**src/rtl/ili9341_spi_rx.sv**
```systemverilog
// ILI9341 4-wire serial receiver: deframes bytes and decodes CASET/PASET/RAMWR into addressed RGB565 pixels.
// Optional window checking is enabled by defining ILI9341_RX_WINDOW_CHECK_EN.
module ili9341_spi_rx #(
   parameter int X_MAX = 239,
   parameter int Y_MAX = 319
) (
   input  logic        clk,
   input  logic        rst,
   input  logic        cs,
   input  logic        dc,
   input  logic        din,
   output logic        cmd_valid,
   output logic [7:0]  cmd_byte,
   output logic        pix_valid,
   output logic [15:0] pix_data,
   output logic [8:0]  pix_x,
   output logic [8:0]  pix_y,
   output logic        in_ramwr,
   output logic        err
);

   typedef enum logic [2:0] {
      ST_IDLE  = 3'd0,
      ST_CASET = 3'd1,
      ST_PASET = 3'd2,
      ST_RAMWR = 3'd3,
      ST_SKIP  = 3'd4
   } state_t;

   state_t      state_q, state_d;
   logic [2:0]  bit_cnt_q, bit_cnt_d;
   logic [6:0]  shift_q, shift_d;
   logic [2:0]  param_idx_q, param_idx_d;
   logic [23:0] hold_q, hold_d;
   logic        phase_q, phase_d;
   logic [7:0]  hi_q, hi_d;
   logic [8:0]  x_start_q, x_start_d, x_end_q, x_end_d;
   logic [8:0]  y_start_q, y_start_d, y_end_q, y_end_d;
   logic [8:0]  x_q, x_d, y_q, y_d;
   logic        cmd_valid_q, cmd_valid_d;
   logic [7:0]  cmd_byte_q, cmd_byte_d;
   logic        pix_valid_q, pix_valid_d;
   logic [15:0] pix_data_q, pix_data_d;
   logic [8:0]  pix_x_q, pix_x_d, pix_y_q, pix_y_d;
   logic        in_ramwr_q, in_ramwr_d;

   logic [7:0]  byte_s;
   logic        byte_done_s;
   logic [31:0] word_s;
   logic [15:0] start_s, end_s;

   assign byte_s      = {shift_q, din};
   assign byte_done_s = ~cs & (bit_cnt_q == 3'd7);
   assign word_s      = {hold_q, byte_s};
   assign start_s     = word_s[31:16];
   assign end_s       = word_s[15:0];

`ifdef ILI9341_RX_WINDOW_CHECK_EN
   logic err_q, err_d;

   function automatic logic win_bad(input logic [15:0] s, input logic [15:0] e, input logic [15:0] mx);
      return (s > e) || (e > mx) || (|s[15:9]) || (|e[15:9]);
   endfunction
`else
   logic unused_s;
   assign unused_s = ^{start_s[15:9], end_s[15:9]};
`endif

   // Deframer, command/parameter decoder and pixel address generator
   always_comb begin
      state_d     = state_q;
      bit_cnt_d   = bit_cnt_q;
      shift_d     = shift_q;
      param_idx_d = param_idx_q;
      hold_d      = hold_q;
      phase_d     = phase_q;
      hi_d        = hi_q;
      x_start_d   = x_start_q;
      x_end_d     = x_end_q;
      y_start_d   = y_start_q;
      y_end_d     = y_end_q;
      x_d         = x_q;
      y_d         = y_q;
      cmd_valid_d = 1'b0;
      cmd_byte_d  = cmd_byte_q;
      pix_valid_d = 1'b0;
      pix_data_d  = pix_data_q;
      pix_x_d     = pix_x_q;
      pix_y_d     = pix_y_q;
`ifdef ILI9341_RX_WINDOW_CHECK_EN
      err_d       = err_q;
`endif
      if (cs) begin
         bit_cnt_d = 3'd0;
      end else begin
         bit_cnt_d = bit_cnt_q + 3'd1;
         shift_d   = byte_s[6:0];
      end
      case ({byte_done_s, dc})
         2'b10: begin
            cmd_valid_d = 1'b1;
            cmd_byte_d  = byte_s;
            param_idx_d = 3'd0;
            phase_d     = 1'b0;
            case (byte_s)
               8'h2A:   state_d = ST_CASET;
               8'h2B:   state_d = ST_PASET;
               8'h2C: begin
                  state_d = ST_RAMWR;
                  x_d     = x_start_q;
                  y_d     = y_start_q;
               end
               default: state_d = ST_SKIP;
            endcase
         end
         2'b11: begin
            case (state_q)
               ST_CASET, ST_PASET: begin
                  case (param_idx_q)
                     3'd0, 3'd1, 3'd2: begin
                        hold_d      = {hold_q[15:0], byte_s};
                        param_idx_d = param_idx_q + 3'd1;
                     end
                     3'd3: begin
                        // Saturate at 4 so trailing parameters never re-commit
                        param_idx_d = 3'd4;
`ifdef ILI9341_RX_WINDOW_CHECK_EN
                        if (state_q == ST_CASET) begin
                           if (win_bad(start_s, end_s, 16'(X_MAX))) begin
                              err_d = 1'b1;
                           end else begin
                              x_start_d = start_s[8:0];
                              x_end_d   = end_s[8:0];
                           end
                        end else begin
                           if (win_bad(start_s, end_s, 16'(Y_MAX))) begin
                              err_d = 1'b1;
                           end else begin
                              y_start_d = start_s[8:0];
                              y_end_d   = end_s[8:0];
                           end
                        end
`else
                        if (state_q == ST_CASET) begin
                           x_start_d = start_s[8:0];
                           x_end_d   = end_s[8:0];
                        end else begin
                           y_start_d = start_s[8:0];
                           y_end_d   = end_s[8:0];
                        end
`endif
                     end
                     default: ;
                  endcase
               end
               ST_RAMWR: begin
                  if (!phase_q) begin
                     hi_d    = byte_s;
                     phase_d = 1'b1;
                  end else begin
                     phase_d     = 1'b0;
                     pix_valid_d = 1'b1;
                     pix_data_d  = {hi_q, byte_s};
                     pix_x_d     = x_q;
                     pix_y_d     = y_q;
                     if (x_q == x_end_q) begin
                        x_d = x_start_q;
                        y_d = (y_q == y_end_q) ? y_start_q : (y_q + 9'd1);
                     end else begin
                        x_d = x_q + 9'd1;
                     end
                  end
               end
               default: ;
            endcase
         end
         default: ;
      endcase
      in_ramwr_d = (state_d == ST_RAMWR);
   end

   // State and output registers
   always_ff @(posedge clk or posedge rst) begin
      if (rst) begin
         state_q     <= ST_IDLE;
         bit_cnt_q   <= 3'd0;
         shift_q     <= 7'd0;
         param_idx_q <= 3'd0;
         hold_q      <= 24'd0;
         phase_q     <= 1'b0;
         hi_q        <= 8'd0;
         x_start_q   <= 9'd0;
         x_end_q     <= 9'(X_MAX);
         y_start_q   <= 9'd0;
         y_end_q     <= 9'(Y_MAX);
         x_q         <= 9'd0;
         y_q         <= 9'd0;
         cmd_valid_q <= 1'b0;
         cmd_byte_q  <= 8'd0;
         pix_valid_q <= 1'b0;
         pix_data_q  <= 16'd0;
         pix_x_q     <= 9'd0;
         pix_y_q     <= 9'd0;
         in_ramwr_q  <= 1'b0;
`ifdef ILI9341_RX_WINDOW_CHECK_EN
         err_q       <= 1'b0;
`endif
      end else begin
         state_q     <= state_d;
         bit_cnt_q   <= bit_cnt_d;
         shift_q     <= shift_d;
         param_idx_q <= param_idx_d;
         hold_q      <= hold_d;
         phase_q     <= phase_d;
         hi_q        <= hi_d;
         x_start_q   <= x_start_d;
         x_end_q     <= x_end_d;
         y_start_q   <= y_start_d;
         y_end_q     <= y_end_d;
         x_q         <= x_d;
         y_q         <= y_d;
         cmd_valid_q <= cmd_valid_d;
         cmd_byte_q  <= cmd_byte_d;
         pix_valid_q <= pix_valid_d;
         pix_data_q  <= pix_data_d;
         pix_x_q     <= pix_x_d;
         pix_y_q     <= pix_y_d;
         in_ramwr_q  <= in_ramwr_d;
`ifdef ILI9341_RX_WINDOW_CHECK_EN
         err_q       <= err_d;
`endif
      end
   end

   assign cmd_valid = cmd_valid_q;
   assign cmd_byte  = cmd_byte_q;
   assign pix_valid = pix_valid_q;
   assign pix_data  = pix_data_q;
   assign pix_x     = pix_x_q;
   assign pix_y     = pix_y_q;
   assign in_ramwr  = in_ramwr_q;
`ifdef ILI9341_RX_WINDOW_CHECK_EN
   assign err = err_q;
`else
   assign err = 1'b0;
`endif

endmodule

```
**config.mk**
```make
export PLATFORM = sky130hd
export DESIGN_NAME = ili9341_spi_rx
export DESIGN_NICKNAME = d
export VERILOG_FILES = /design/src/rtl/ili9341_spi_rx.sv
export SDC_FILE = /design/constraint.sdc
export NUM_CORES = 1
export LEC_CHECK = 0
export CORE_MARGIN = 5
export CORE_UTILIZATION = 52
export CTS_CLUSTER_SIZE = 16
export DETAILED_ROUTE_END_ITERATION = 12
export GPL_TIMING_DRIVEN = 0
export PLACE_DENSITY = 0.75
export SLEW_MARGIN = 30
export SYNTH_ARGS = -nofsm -noshare
export SYNTH_HDL_FRONTEND = slang
export SYNTH_SLANG_ARGS = --single-unit
export TNS_END_PERCENT = 30
```
**constraint.sdc**
```tcl
create_clock -name clk -period 4.2 [get_ports clk]
set_input_delay 0.63 -clock clk [delete_from_list [all_inputs] [get_ports clk]]
set_output_delay 0.63 -clock clk [all_outputs]
set_load 0.02 [all_outputs]
```
# [After elaboration in Yosys (flattened, before gate mapping)]
# Index checks and enable logic that the tools add are counted.
# Widths: inputs -> output; s select.
[totals] register_bits=141 latchBits=0 ram_bits=0 mem_bits_ro=0 in_bits=5 output_inout_bits=46 memories=0
[op_classes] addsub=4 mul=0 n_div=0 order_cmp=0 eq_ne=21 shifts=0 mux=24 bitwise=4 reduce_logical=13
[ops] op="$mux 9" count=9
[ops] op="$pmux 9 s2" count=2
[ops] op="$eq 8x6->1 const B" count=3
[ops] op="$add 9x1->9 const B" count=2
[ops] op="$eq 9x9->1" count=2
[ops] op="$eq 3x2->1 const B" count=5
[ops] op="$pmux 3 s2" count=2
[ops] op="$reduce_and 3->1" count=4
[ops] op="$reduce_and 4->1" count=3
[ops] op="$mux 3" count=3
[ops] op="$pmux 3 s3" count=1
[ops] op="$ne 2x2->1 const B" count=4
[ops] op="$add 3x1->3 const B" count=2
[ops] op="$eq 3x1->1 const B" count=2
[ops] op="$mux 1" count=6
[ops] op="$reduce_and 5->1" count=1
[ops] op="$eq 2x2->1 const B" count=2
[ops] op="$eq 3x3->1 const B" count=1
[ops] op="$logic_not 3->1" count=1
[ops] op="$ne 3x1->1 const B" count=1
[ops] op="$not 1->1" count=3
[ops] op="$reduce_or 3->1" count=1
[ops] op="$ne 2x1->1 const B" count=1
[ops] op="$pmux 1 s2" count=1
[ops] op="other kinds (4)" count=4

# [Longest topological paths before layout]
[logic_depth] ltp_word=6 mapped_depth=10 depth_no_buf=8

# [Worst setup path after synthesis]
# OpenSTA, ideal clock, no wires.
[synth_path] path_kind="in2reg" from="input port din" to="register x_q[6]" t_arrival_ns=2.130 t_required_ns=4.075 setup_slack_ns=1.945 stages=6 cell_sequence="or4bb_1 > nor3_4 > nor2_2 > or2_1 > buf_2 > mux2_4"
[synth_via] elab_chain_cells=3
[synth_rtl] element="from (decl)" line="11" rtl="input logic din,"
[synth_rtl] element="$eq 8x6->1" line="105" rtl="case (byte_s)"
[synth_rtl] element="$ne 2x2->1 (no source line)"
[synth_rtl] element="$reduce_and 4->1 (no source line)"
[synth_rtl] element="to (signal assigned)" line="196" rtl="x_q <= 9'd0;"
[synth_rtl] element="to (signal assigned)" line="220" rtl="x_q <= x_d;"
[synth_rtl] element="to (decl)" line="39" rtl="logic [8:0] x_q, x_d, y_q, y_d;"
# No other way between the ends.
# A chain may end at the register's enable or synchronous reset.

# [Final worst setup path]
[layout_path] from="register bit_cnt_q[0]" to="register x_q[4]"
[layout_via] elab_chain_cells=5
[layout_rtl] element="from (decl)" line="31" rtl="logic [2:0] bit_cnt_q, bit_cnt_d;"
[layout_rtl] element="from (signal assigned)" line="210" rtl="bit_cnt_q <= bit_cnt_d;"
[layout_rtl] element="$eq 3x3->1 *" line="53" rtl="assign byte_done_s = ~cs & (bit_cnt_q == 3'd7);"
[layout_rtl] element="$and 1x1->1 *" line="53"
[layout_rtl] element="$eq 2x2->1" line="99" rtl="case ({byte_done_s, dc})"
[layout_rtl] element="$ne 2x2->1 (no source line) or $reduce_bool 2->1 (tied branches)"
[layout_rtl] element="$reduce_and 4->1 (no source line)"
# Mark *: on every way between the ends. The rest lies on a longest branch, timed or not.

==> impl_metrics.yaml <==
run_status:
  status: "finished clean"
placed_design:
  dp_hpwl_mm: 9.51
  post-place-ws_ns: 0.920
  gp_congestion: 0.815
  port_buffers: 49
die:
  die_w_um: 119
  dieArea_um2: 14300
  start_util_pct: 52.5
  dieHeight_um: 119
  core_um2: 11900
  row_count: 40
  io_pins: 51
final_layout:
  syn2layout_area_growth_pct: 23.8
  layout_common_cells: "nand2_1 (145), dfrtp_1 (127), mux2_2 (75), clkdlybuf4s50_1 (49), clkbuf_1 (23)"
  fillers: 897
  nets: 636
  final_common_cell: "nand2_1"
  num_antenna_cells: 0
  drive_gt1_share_pct: 22.8
global_routing:
  grt_max_degree: 31
  antenna_found_initial: 0
  use_met3_pct: 4.99
  grt_pass1_wl_mm: 23.7
  grt_pass1_vias: 4626
  grtUsageTotal_pct: 21.1
  grt_use_met1_pct: 27.6
  grt_overflow: 0
  busiest_layer: "met2"
  met2_usage_pct: 34.4
yosys:
  synthCells: 551
  ys_warn_count: 0
  syn_area_per_cell_um2: 11.3
  ys_types: 47
  synth_edf_count: 0
  syn_area_um2: 6230
  ys_ff_latch: 141
  async_flop_share_pct: 100
  synth_nets: 563
  ys_seq_area_share_pct: 56.9
  ys.flop_type: "dfrtp_1"
detailed_routing:
  drt_wl_total_mm: 13.9
  drtIter0Drc: 271
  wl_per_cell_um: 17.7
  vias_per_cell: 5.52
  vias: 4325
  drt_pass1_iterations: 4
  drc_errors: 0
  antenna_left: 0
critical_path:
  worstReg2RegStart: "bit_cnt_q[0]"
  required_ns: 4.51
  critPathKind: "register to register"
  crit_chain: "ha_1, ha_1, and3b_1, buf_2, nand3_1, inv_1, nor2_2, clkbuf_1, a21oi_1, o22a_1"
  cpMostUsedCell: "ha_1"
  critPathBufInv: 3
  crit_arrival_ns: 3.22
  cp-start-kind: "register"
  critical_path.startpoint: "bit_cnt_q[0]"
  end_kind: "register"
  cp_top_family: "simple AND/OR/NAND/NOR gates"
  cp_max_fo: 10
  cpPeakStageDelay_ns: 0.45
  critPathSlowestCell: "clkbuf_1"
timing:
  clock_skew_ns: 0.00764
  finalWorstSetupSlack_ns: 1.29
  slew_headroom_pct: 53.5
  fmax_mhz: 344
  period_share_pct: 69.3
  drv_slew: 0
  worstMarginPinSlew_ns: 0.695
  timing.final.crit_period_ns: 2.91
  setup_tns_ns: 0
  finalSetupViolations: 0
  rsz0062_at_grt: "no"
  final_hold_viol_count: 0
pwr:
  leakage_uw: 0.00371
  power_density_nw_per_um2: 430
  power_frac_clock_pct: 52.8
  switchingPower_uw: 707
  p_sw_share_pct: 21.3
  irDropWorstVdd_v: 0.000261
  internal_power_uw: 2610
  power_frac_comb_pct: 3.7
  power_frac_seq_pct: 43.4
clock_tree:
  postCtsHoldBufs: 0
  postCtsSetupRepairBufs: 0
  cts_tree: "done"
  cts_buffer_depth: 2
  cts-resized-gates: 0
  cts_sinks: 141
  htreeDepth: 4
  clkLatencyLatePin_ns: 0.42
  clk_pin_slew_ns: 0.06
  cts-root-buf: "clkbuf_16"
  cts_buffers: 17
hold_path:
  hold_start: "bit_cnt_q[0]"
  hold_path.class: "register to register"
job:
  drv_cap: 0
[cell usage after synthesis (3+ instances only)]
cell type / instances / area, µm²
nand2_1: 145 / 544
dfrtp_1: 127 / 3180
mux2_2: 75 / 845
clkbuf_1: 23 / 86.3
xnor2_1: 21 / 184
dfstp_2: 14 / 368
nand3_1: 12 / 60.1
buf_2: 10 / 50.1
mux2i_1: 9 / 90.1
and3_1: 8 / 50.1
inv_1: 8 / 30.0
nor2_1: 8 / 30.0
a211oi_1: 7 / 52.6
a2bb2oi_1: 7 / 61.3
ha_1: 7 / 87.6
o21ai_0: 7 / 35.0
a21oi_1: 6 / 30.0
a22o_1: 5 / 43.8
nand4_1: 5 / 31.3
nor2b_1: 4 / 25.0
nor3b_1: 4 / 30.0
o22a_1: 4 / 35.0
buf_1: 3 / 11.3
nor3_1: 3 / 15.0
[cells by family after synthesis]
| family | count (synthesis) | synth area share [%] |
|---|---|---|
| mux | 86 | 15.5 |
| xor+xnor | 21 | 2.95 |
| flops | 141 | 56.9 |
| simple gates | 203 | 14.6 |
| fa+ha+maj | 7 | 1.41 |
| buf+inv | 46 | 3.03 |
| compound gates | 46 | 5.54 |
| other cells | 1 | 0.0602 |
[metrics by stage]
| stage | cell area [µm²] | cells | hold WS, ns | util, % | power [µW] |
|---|---|---|---|---|---|
| after global placement | 6910 | 747 | 0.413 | 58.2 | 1570 |
| after CTS | 7710 | 784 | 0.427 | 65.0 | 3330 |
| after floorplan | 6230 | 551 | 0.403 | - | 1510 |
| after detailed placement | 7020 | 752 | 0.420 | 59.2 | 1590 |
| final | 7710 | 784 | 0.425 | 65.0 | 3320 |
| after global routing | 7710 | 784 | 0.449 | 65.0 | 3410 |
[layer usage]
layer	vias up	wire length (µm)
met1	2173	6270
li1	2016	-
met4	0	261
met5	-	0
met2	115	6760
met3	21	629
[worst paths after layout]
| kind | endpoint | slack, ns | cells after the start |
|---|---|---|---|
| setup / recovery | x_q[4] | 1.29 | 10 |
| hold / removal | bit_cnt_q[0] | 0.43 | 1 |
| setup reg to reg | x_q[4] | 1.29 | 10 |
| hold reg to reg | bit_cnt_q[0] | 0.43 | 1 |
| max in group asynchronous | x_end_q[7] | 2.79 | 5 |
| min in group asynchronous | y_q[7] | 0.49 | 2 |
[flip-flops by register name (all words and copies together) (netlist names)]
register and count:
cmd_byte 8, in_ramwr 1, y_start_q 9, bit_cnt_q 3, hi_q 8, pix_data 16, pix_x 9, shift_q 7
x_q 9, phase_q 1, y_end_q 9, x_end_q 9, pix_valid 1, x_start_q 9, cmd_valid 1, hold_q 17
state_q 3, pix_y 9, y_q 9, param_idx_q 3
[power by group through the flow]
stage	combinational (µW)	sequential (µW)	clock (µW)
global route	138	1440	1830
floorplan	72.6	1440	0
global placement	108	1460	0
detailed placement	126	1460	0
finish	123	1440	1750
CTS	127	1440	1770
[final cells by class]
cell class	instances	area, µm²	share of cell area, %
Timing Repair Buffer	54	598	7.76
Clock buffer	17	425	5.52
Tap cell	147	184	2.39
Inverter	9	37.5	0.487
Clock inverter	15	269	3.49
Buffer	37	155	2.01
Multi-Input combinational cell	364	2500	32.4
Sequential cell	141	3550	46.0
Power figures use the tool's default switching activity.
